[src/rtl/calc_pkg.sv]
// Shared opcode encodings, sequencer state type and saturation constants
// for the signed calculator and its sequencer.
package calc_pkg;

   localparam logic [2:0] OP_ADD_AB = 3'b000;
   localparam logic [2:0] OP_SUB_AB = 3'b001;
   localparam logic [2:0] OP_ABS_B  = 3'b010;
   localparam logic [2:0] OP_ADD_BA = 3'b100;
   localparam logic [2:0] OP_SUB_BA = 3'b101;
   localparam logic [2:0] OP_ABS_A  = 3'b110;

   typedef enum logic [1:0] {
      IDLE = 2'd0,
      EXEC = 2'd1,
      RESP = 2'd2
   } state_t;

   // Largest positive (positive=1) or most negative (positive=0) value of a
   // w-bit two's-complement number, returned in the low w bits.
   function automatic logic [63:0] sat_const(input int unsigned w, input logic positive);
      logic [63:0] max_val;
      max_val = (64'd1 << (w - 1)) - 64'd1;
      return positive ? max_val : ~max_val;
   endfunction

endpackage

[src/rtl/calc_sat.sv]
// Saturation mux for overflowed calculator results. Only instantiated by
// calc_sequencer when CALC_SEQUENCER_SAT_EN is defined.
module calc_sat
   import calc_pkg::*;
#(
   parameter int W = 16
) (
   input  logic         is_abs,
   input  logic [W-1:0] r,
   input  logic         ovf,
   output logic [W-1:0] value
);

   localparam logic [W-1:0] SAT_MAX = W'(sat_const(W, 1'b1));
   localparam logic [W-1:0] SAT_MIN = W'(sat_const(W, 1'b0));

   // An overflowed add/sub flips the sign bit, so a set MSB means the true
   // result was positive; abs can only overflow upwards.
   logic positive;
   assign positive = is_abs | r[W-1];

   assign value = ovf ? (positive ? SAT_MAX : SAT_MIN) : r;

endmodule

[src/rtl/calc_sequencer.sv]
// Command sequencer around the external combinational signed calculator.
// Optional saturation of overflowed results: define CALC_SEQUENCER_SAT_EN.
module calc_sequencer
   import calc_pkg::*;
#(
   parameter int W     = 16,
   parameter int CNT_W = 8
) (
   input  logic             clk,
   input  logic             reset,
   input  logic             cmd_valid,
   output logic             cmd_ready,
   input  logic             cmd_load,
   input  logic [2:0]       cmd_op,
   input  logic [W-1:0]     cmd_data,
   output logic [2:0]       calc_op,
   output logic [W-1:0]     calc_a,
   output logic [W-1:0]     calc_b,
   input  logic [W-1:0]     calc_r,
   input  logic             calc_ovf,
   output logic             res_valid,
   input  logic             res_ready,
   output logic [W-1:0]     res_data,
   output logic             res_ovf,
   output logic [W-1:0]     acc,
   output logic             sticky_ovf,
   output logic [CNT_W-1:0] op_count
);

   state_t       state_reg;
   logic [W-1:0] result;

`ifdef CALC_SEQUENCER_SAT_EN
   calc_sat #(.W(W)) u_sat (
      .is_abs (calc_op[1]),
      .r      (calc_r),
      .ovf    (calc_ovf),
      .value  (result)
   );
`else
   assign result = calc_r;
`endif

   assign cmd_ready = (state_reg == IDLE);
   assign res_valid = (state_reg == RESP);

   always_ff @(posedge clk) begin
      if (reset) begin
         state_reg  <= IDLE;
         acc        <= '0;
         calc_op    <= '0;
         calc_a     <= '0;
         calc_b     <= '0;
         res_data   <= '0;
         res_ovf    <= 1'b0;
         sticky_ovf <= 1'b0;
         op_count   <= '0;
      end else begin
         case (state_reg)
            IDLE: begin
               if (cmd_valid) begin
                  if (cmd_load) begin
                     acc        <= cmd_data;
                     res_data   <= cmd_data;
                     res_ovf    <= 1'b0;
                     sticky_ovf <= 1'b0;
                     state_reg  <= RESP;
                  end else begin
                     calc_op   <= cmd_op;
                     calc_a    <= acc;
                     calc_b    <= cmd_data;
                     state_reg <= EXEC;
                  end
               end
            end
            EXEC: begin
               acc        <= result;
               res_data   <= result;
               res_ovf    <= calc_ovf;
               sticky_ovf <= sticky_ovf | calc_ovf;
               op_count   <= op_count + CNT_W'(1);
               state_reg  <= RESP;
            end
            RESP: begin
               if (res_ready) state_reg <= IDLE;
            end
            default: state_reg <= IDLE;
         endcase
      end
   end

endmodule

[config.mk]
export PLATFORM = sky130hd
export DESIGN_NAME = calc_sequencer
export DESIGN_NICKNAME = d
export VERILOG_FILES = /design/src/rtl/calc_pkg.sv /design/src/rtl/calc_sat.sv /design/src/rtl/calc_sequencer.sv
export SDC_FILE = /design/constraint.sdc
export NUM_CORES = 1
export LEC_CHECK = 0
export ABC_AREA = 0
export CELL_PAD_IN_SITES_DETAIL_PLACEMENT = 1
export CELL_PAD_IN_SITES_GLOBAL_PLACEMENT = 1
export CORE_MARGIN = 2
export CORE_UTILIZATION = 32
export DETAILED_ROUTE_END_ITERATION = 10
export HOLD_SLACK_MARGIN = 0.1
export PLACE_DENSITY = 0.82
export SLEW_MARGIN = 20
export SYNTH_ARGS = -nofsm -noshare
export SYNTH_HDL_FRONTEND = slang
export SYNTH_SLANG_ARGS = --single-unit
[constraint.sdc]
create_clock -name clk -period 2.43 [get_ports clk]
set_input_delay 0.486 -clock clk [delete_from_list [all_inputs] [get_ports clk]]
set_output_delay 0.486 -clock clk [all_outputs]
set_load 0.01 [all_outputs]
==> results.md <==
- The H-tree depth is 3.
- Setup violations remaining at the end of the flow were counted as 0.
- The number of nets handed over by synthesis was 348.
- The achievable frequency is 0.463 GHz.
- The number of global-route vias before repair is 2733.
- The distinct cell type count of the synthesized netlist is 31.
- In the final timing run, aggregate negative setup slack is 0 ns.
- The arithmetic-cell share of the synthesized area counting full adders, half adders and majority gates is 0.455%.
- The area growth from synthesis to layout is 49.0%.
- The biggest area consumer among synthesized cells is sky130_fd_sc_hd__dfxtp_1.
- Clock tree synthesis found a total of 63 sinks.
- After the first detailed-routing iteration, the DRC count stood at 68.
- The I/O pin count is 120.
- On the final layout, the worst clock skew is 0.00846 ns.
- The sequential cell area fraction in the yosys report is 45.8%.
- The die width is 96.7 um.
- The number of slew-limit violations in the final report was 0.
- Setup repair after global routing left no endpoint under its margin.
- Among all flip-flop cells after synthesis, the most frequent one is sky130_fd_sc_hd__dfxtp_1.
- Of all nets on the critical path, the largest fanout is 11.
- The number of enable-type register cells in the synthesized netlist is 0.
- In this run the post-CTS setup repair buffer count came out at 0.
- In the synthesized netlist, the cells that appear most often are sky130_fd_sc_hd__nand2_1, sky130_fd_sc_hd__dfxtp_1, sky130_fd_sc_hd__a21oi_1.
- The power per cell area is 643 mW/mm^2.
- The total of cells resized after clock tree synthesis is 0.
- The number of antenna diodes is 0.
- The dominant combinational cell family by area after synthesis is compound AO/OA/AOI/OAI gates.
- The post-synthesis cell area is 0.00275 mm^2.
- The count of final hold-check violations came to 0.
- The clock network latency to the later pin of the worst-skew pair is 0.33 ns.
- Ranked by total cell area, the synthesized netlist is headed by sky130_fd_sc_hd__dfxtp_1, sky130_fd_sc_hd__nand2_1, sky130_fd_sc_hd__a21oi_1, sky130_fd_sc_hd__mux2i_1, sky130_fd_sc_hd__a21oi_2.
- Cells with a size suffix above 1 make up 10.6% of the layout.
- Once the floorplan was initialized, standard cells occupied 33.3% of the core.
- After synthesis the netlist holds a flip-flop and latch count of 63.
- The largest registers in the layout are acc (16), calc_a (16), calc_b (16).
- The data required time at the worst endpoint is 1.94 ns.
- The total overflow reported by the global router is 0.
- In this run the standard cell core region covers 0.00826 mm^2.
- The category of the critical setup timing path is reg2out.
- The kind of launch point of the worst setup path is a flip-flop.
- After detailed routing, the total wire length is 8270 um.
- The tree is rooted in a sky130_fd_sc_hd__clkbuf_8.
- The worst-case setup margin in the final layout is 0.269 ns.
- The async set-reset flop share out of synthesis is 0%.
- The time the worst path needs with I/O delays and setup is 2.16 ns.
- Synthesis produced 306 cells.
- From bottom edge to top edge, the die measures 96.7 um.
- Entering global routing, the biggest net connects 37 pins.
- Among all cell types in the netlist, the one instantiated most often is sky130_fd_sc_hd__nand2_1.
- Data arrives at the worst endpoint at 1.68 ns.
- Overall power consumption after layout is estimated at 2.64 mW.
- Of the post-synthesis cell area, the part taken by muxes is 6.23%.
- The first global-routing pass estimated 13500 um of wire.
- The TritonCTS clock tree is yes.
- The die covers 0.00936 mm^2.
- The total cell area at the placement stage is 0.00387 mm^2.
- The final layout contains 445 nets.
- The area of all placed cells without fillers is 0.00410 mm^2.
- The setup slack after placement is 0.293 ns.
- The share of the synthesized netlist area taken by xor and xnor gates is 0.636%.
- After detailed routing, the average wire length per cell comes to 16.1 um.
- The average footprint of a synthesized cell is 9.00 um^2.
- Using the TritonRoute via totals, the vias-per-cell ratio works out to 4.97.
- The post-synthesis share of cell area spent on and, or, nand and nor gates is 15.9%.
- The number of fill cells is 959.
- Detailed placement ended at an HPWL of 6140 um.
- The number of port buffers is 119.
- At the pin with the least slew margin, the transition time is 0.982 ns.
- The final critical path takes up 88.9% of the cycle.
- Across every metal layer, demand over resource in global routing totals 17.7%.
- The leakage power is 1.38 nW.
- The total clock buffers created by CTS is 9.
- The number of antenna violations at the first check in global routing is 0.
- STA classifies the critical path endpoint as an output port.
- Hold repair after CTS inserted 0 buffers.
- After detailed routing, the number of remaining DRC violations is 0.
- The relative slew slack is 34.5%.
- The type of the most critical hold path is reg2reg.
- Clock-pin slew was measured on the worst setup and hold paths at 0.07 ns.
- The fraction of the mapped netlist area in compound gates is 20.0%.
- The count of nets left with antenna violations once routing finished came out at 0.
- The buffer levels on the longest clock path is 2.
- The largest voltage drop on the vdd net is 0.260 mV.
- The global placement routability congestion is 0.720.
- Detailed routing inserted a total of 2544 vias.
- The run finished with clean final reports.
- The number of max-cap violations is 0.
- Row generation in the floorplan step produced 33 rows.
- Yosys printed 0 warnings.
- Summed over its instances, the top area cell type makes up 45.8% of the synthesized netlist area.
- The first-pass iteration count of the detailed router is 4.
[power breakdown]
| group | switching [mW] | internal [mW] | leakage (nW) |
|---|---|---|---|
| registers | 0.0504 | 1.08 | 0.514 |
| clock network | 0.385 | 0.655 | 0.118 |
| logic | 0.207 | 0.254 | 0.744 |
| total | 0.643 | 1.99 | 1.38 |
[cells by family (layout without fill, tap and decap cells)]
logic type               count (synthesis)  count (layout)
AND/OR/NAND/NOR                         97              97
XOR/XNOR                                 2               2
AO/OA/AOI/OAI                           83              83
multiplexers                            17              17
adder cells (fa/ha/maj)                  1               1
buffers and inverters                   43             144
flip-flops                              63              63
[worst paths after layout]
kind | start | end | slack, ns | cells past startpoint
worst min register to register | calc_b[3]$_SDFFE_PP0P_ | calc_b[3]$_SDFFE_PP0P_ | 0.46 | 2
worst min-delay path | calc_b[3]$_SDFFE_PP0P_ | calc_b[3]$_SDFFE_PP0P_ | 0.46 | 2
worst max register to register | state_reg[0]$_SDFFE_PP0P_ | acc[7]$_SDFFE_PP0P_ | 0.60 | 4
worst max-delay path | state_reg[1]$_SDFFE_PP0P_ | res_valid | 0.27 | 2
[cell usage in the layout, fill, tap and decap left out, types with 3 or more instances in the layout]
cell type	synthesis	final
sky130_fd_sc_hd__a311oi_1	16	16
sky130_fd_sc_hd__buf_12	0	3
sky130_fd_sc_hd__clkbuf_8	0	12
sky130_fd_sc_hd__clkdlybuf4s50_1	0	118
sky130_fd_sc_hd__mux2i_1	16	16
sky130_fd_sc_hd__o21ai_0	3	3
sky130_fd_sc_hd__nand2_1	75	75
sky130_fd_sc_hd__a21oi_2	17	17
sky130_fd_sc_hd__dfxtp_1	63	63
sky130_fd_sc_hd__a21oi_1	42	42
sky130_fd_sc_hd__o31ai_1	3	3
sky130_fd_sc_hd__buf_4	16	4
sky130_fd_sc_hd__nor2_1	6	6
sky130_fd_sc_hd__inv_1	3	3
[critical path: stages, from the launching register on]
cell and delay [ns]:
sky130_fd_sc_hd__dfxtp_1 0.54, sky130_fd_sc_hd__nor2b_1 0.24, sky130_fd_sc_hd__clkdlybuf4s50_1 0.57
[layout make-up]
class,count,area (um^2),share of cell area (%)
Clock inverter,3,65.1,1.59
Inverter,3,11.3,0.275
Tap cell,105,131,3.20
Clock buffer,12,165,4.03
Sequential cell,63,1260,30.8
Timing Repair Buffer,126,1280,31.1
Multi-Input combinational cell,200,1190,29.0
[stage by stage]
stage / utilization (%) / std cells / hold slack, ns
4_1_cts: 49.7 / 512 / 0.462
5_1_grt: 49.7 / 512 / 0.479
3_5_place_dp: 46.9 / 497 / 0.452
3_3_place_gp: 46.9 / 497 / 0.441
6_report: 49.7 / 512 / 0.457
2_1_floorplan: - / 306 / 0.481
[metal layers]
| layer | GRT usage (%) | wire length (um) | vias up |
|---|---|---|---|
| li1 | - | - | 1237 |
| met1 | 19.9 | 3350 | 1212 |
| met2 | 31.7 | 4240 | 86 |
| met3 | 5.78 | 586 | 9 |
| met4 | 5.42 | 84 | 0 |
| met5 | 0 | 0 | - |
Power figures use the tool's default switching activity.
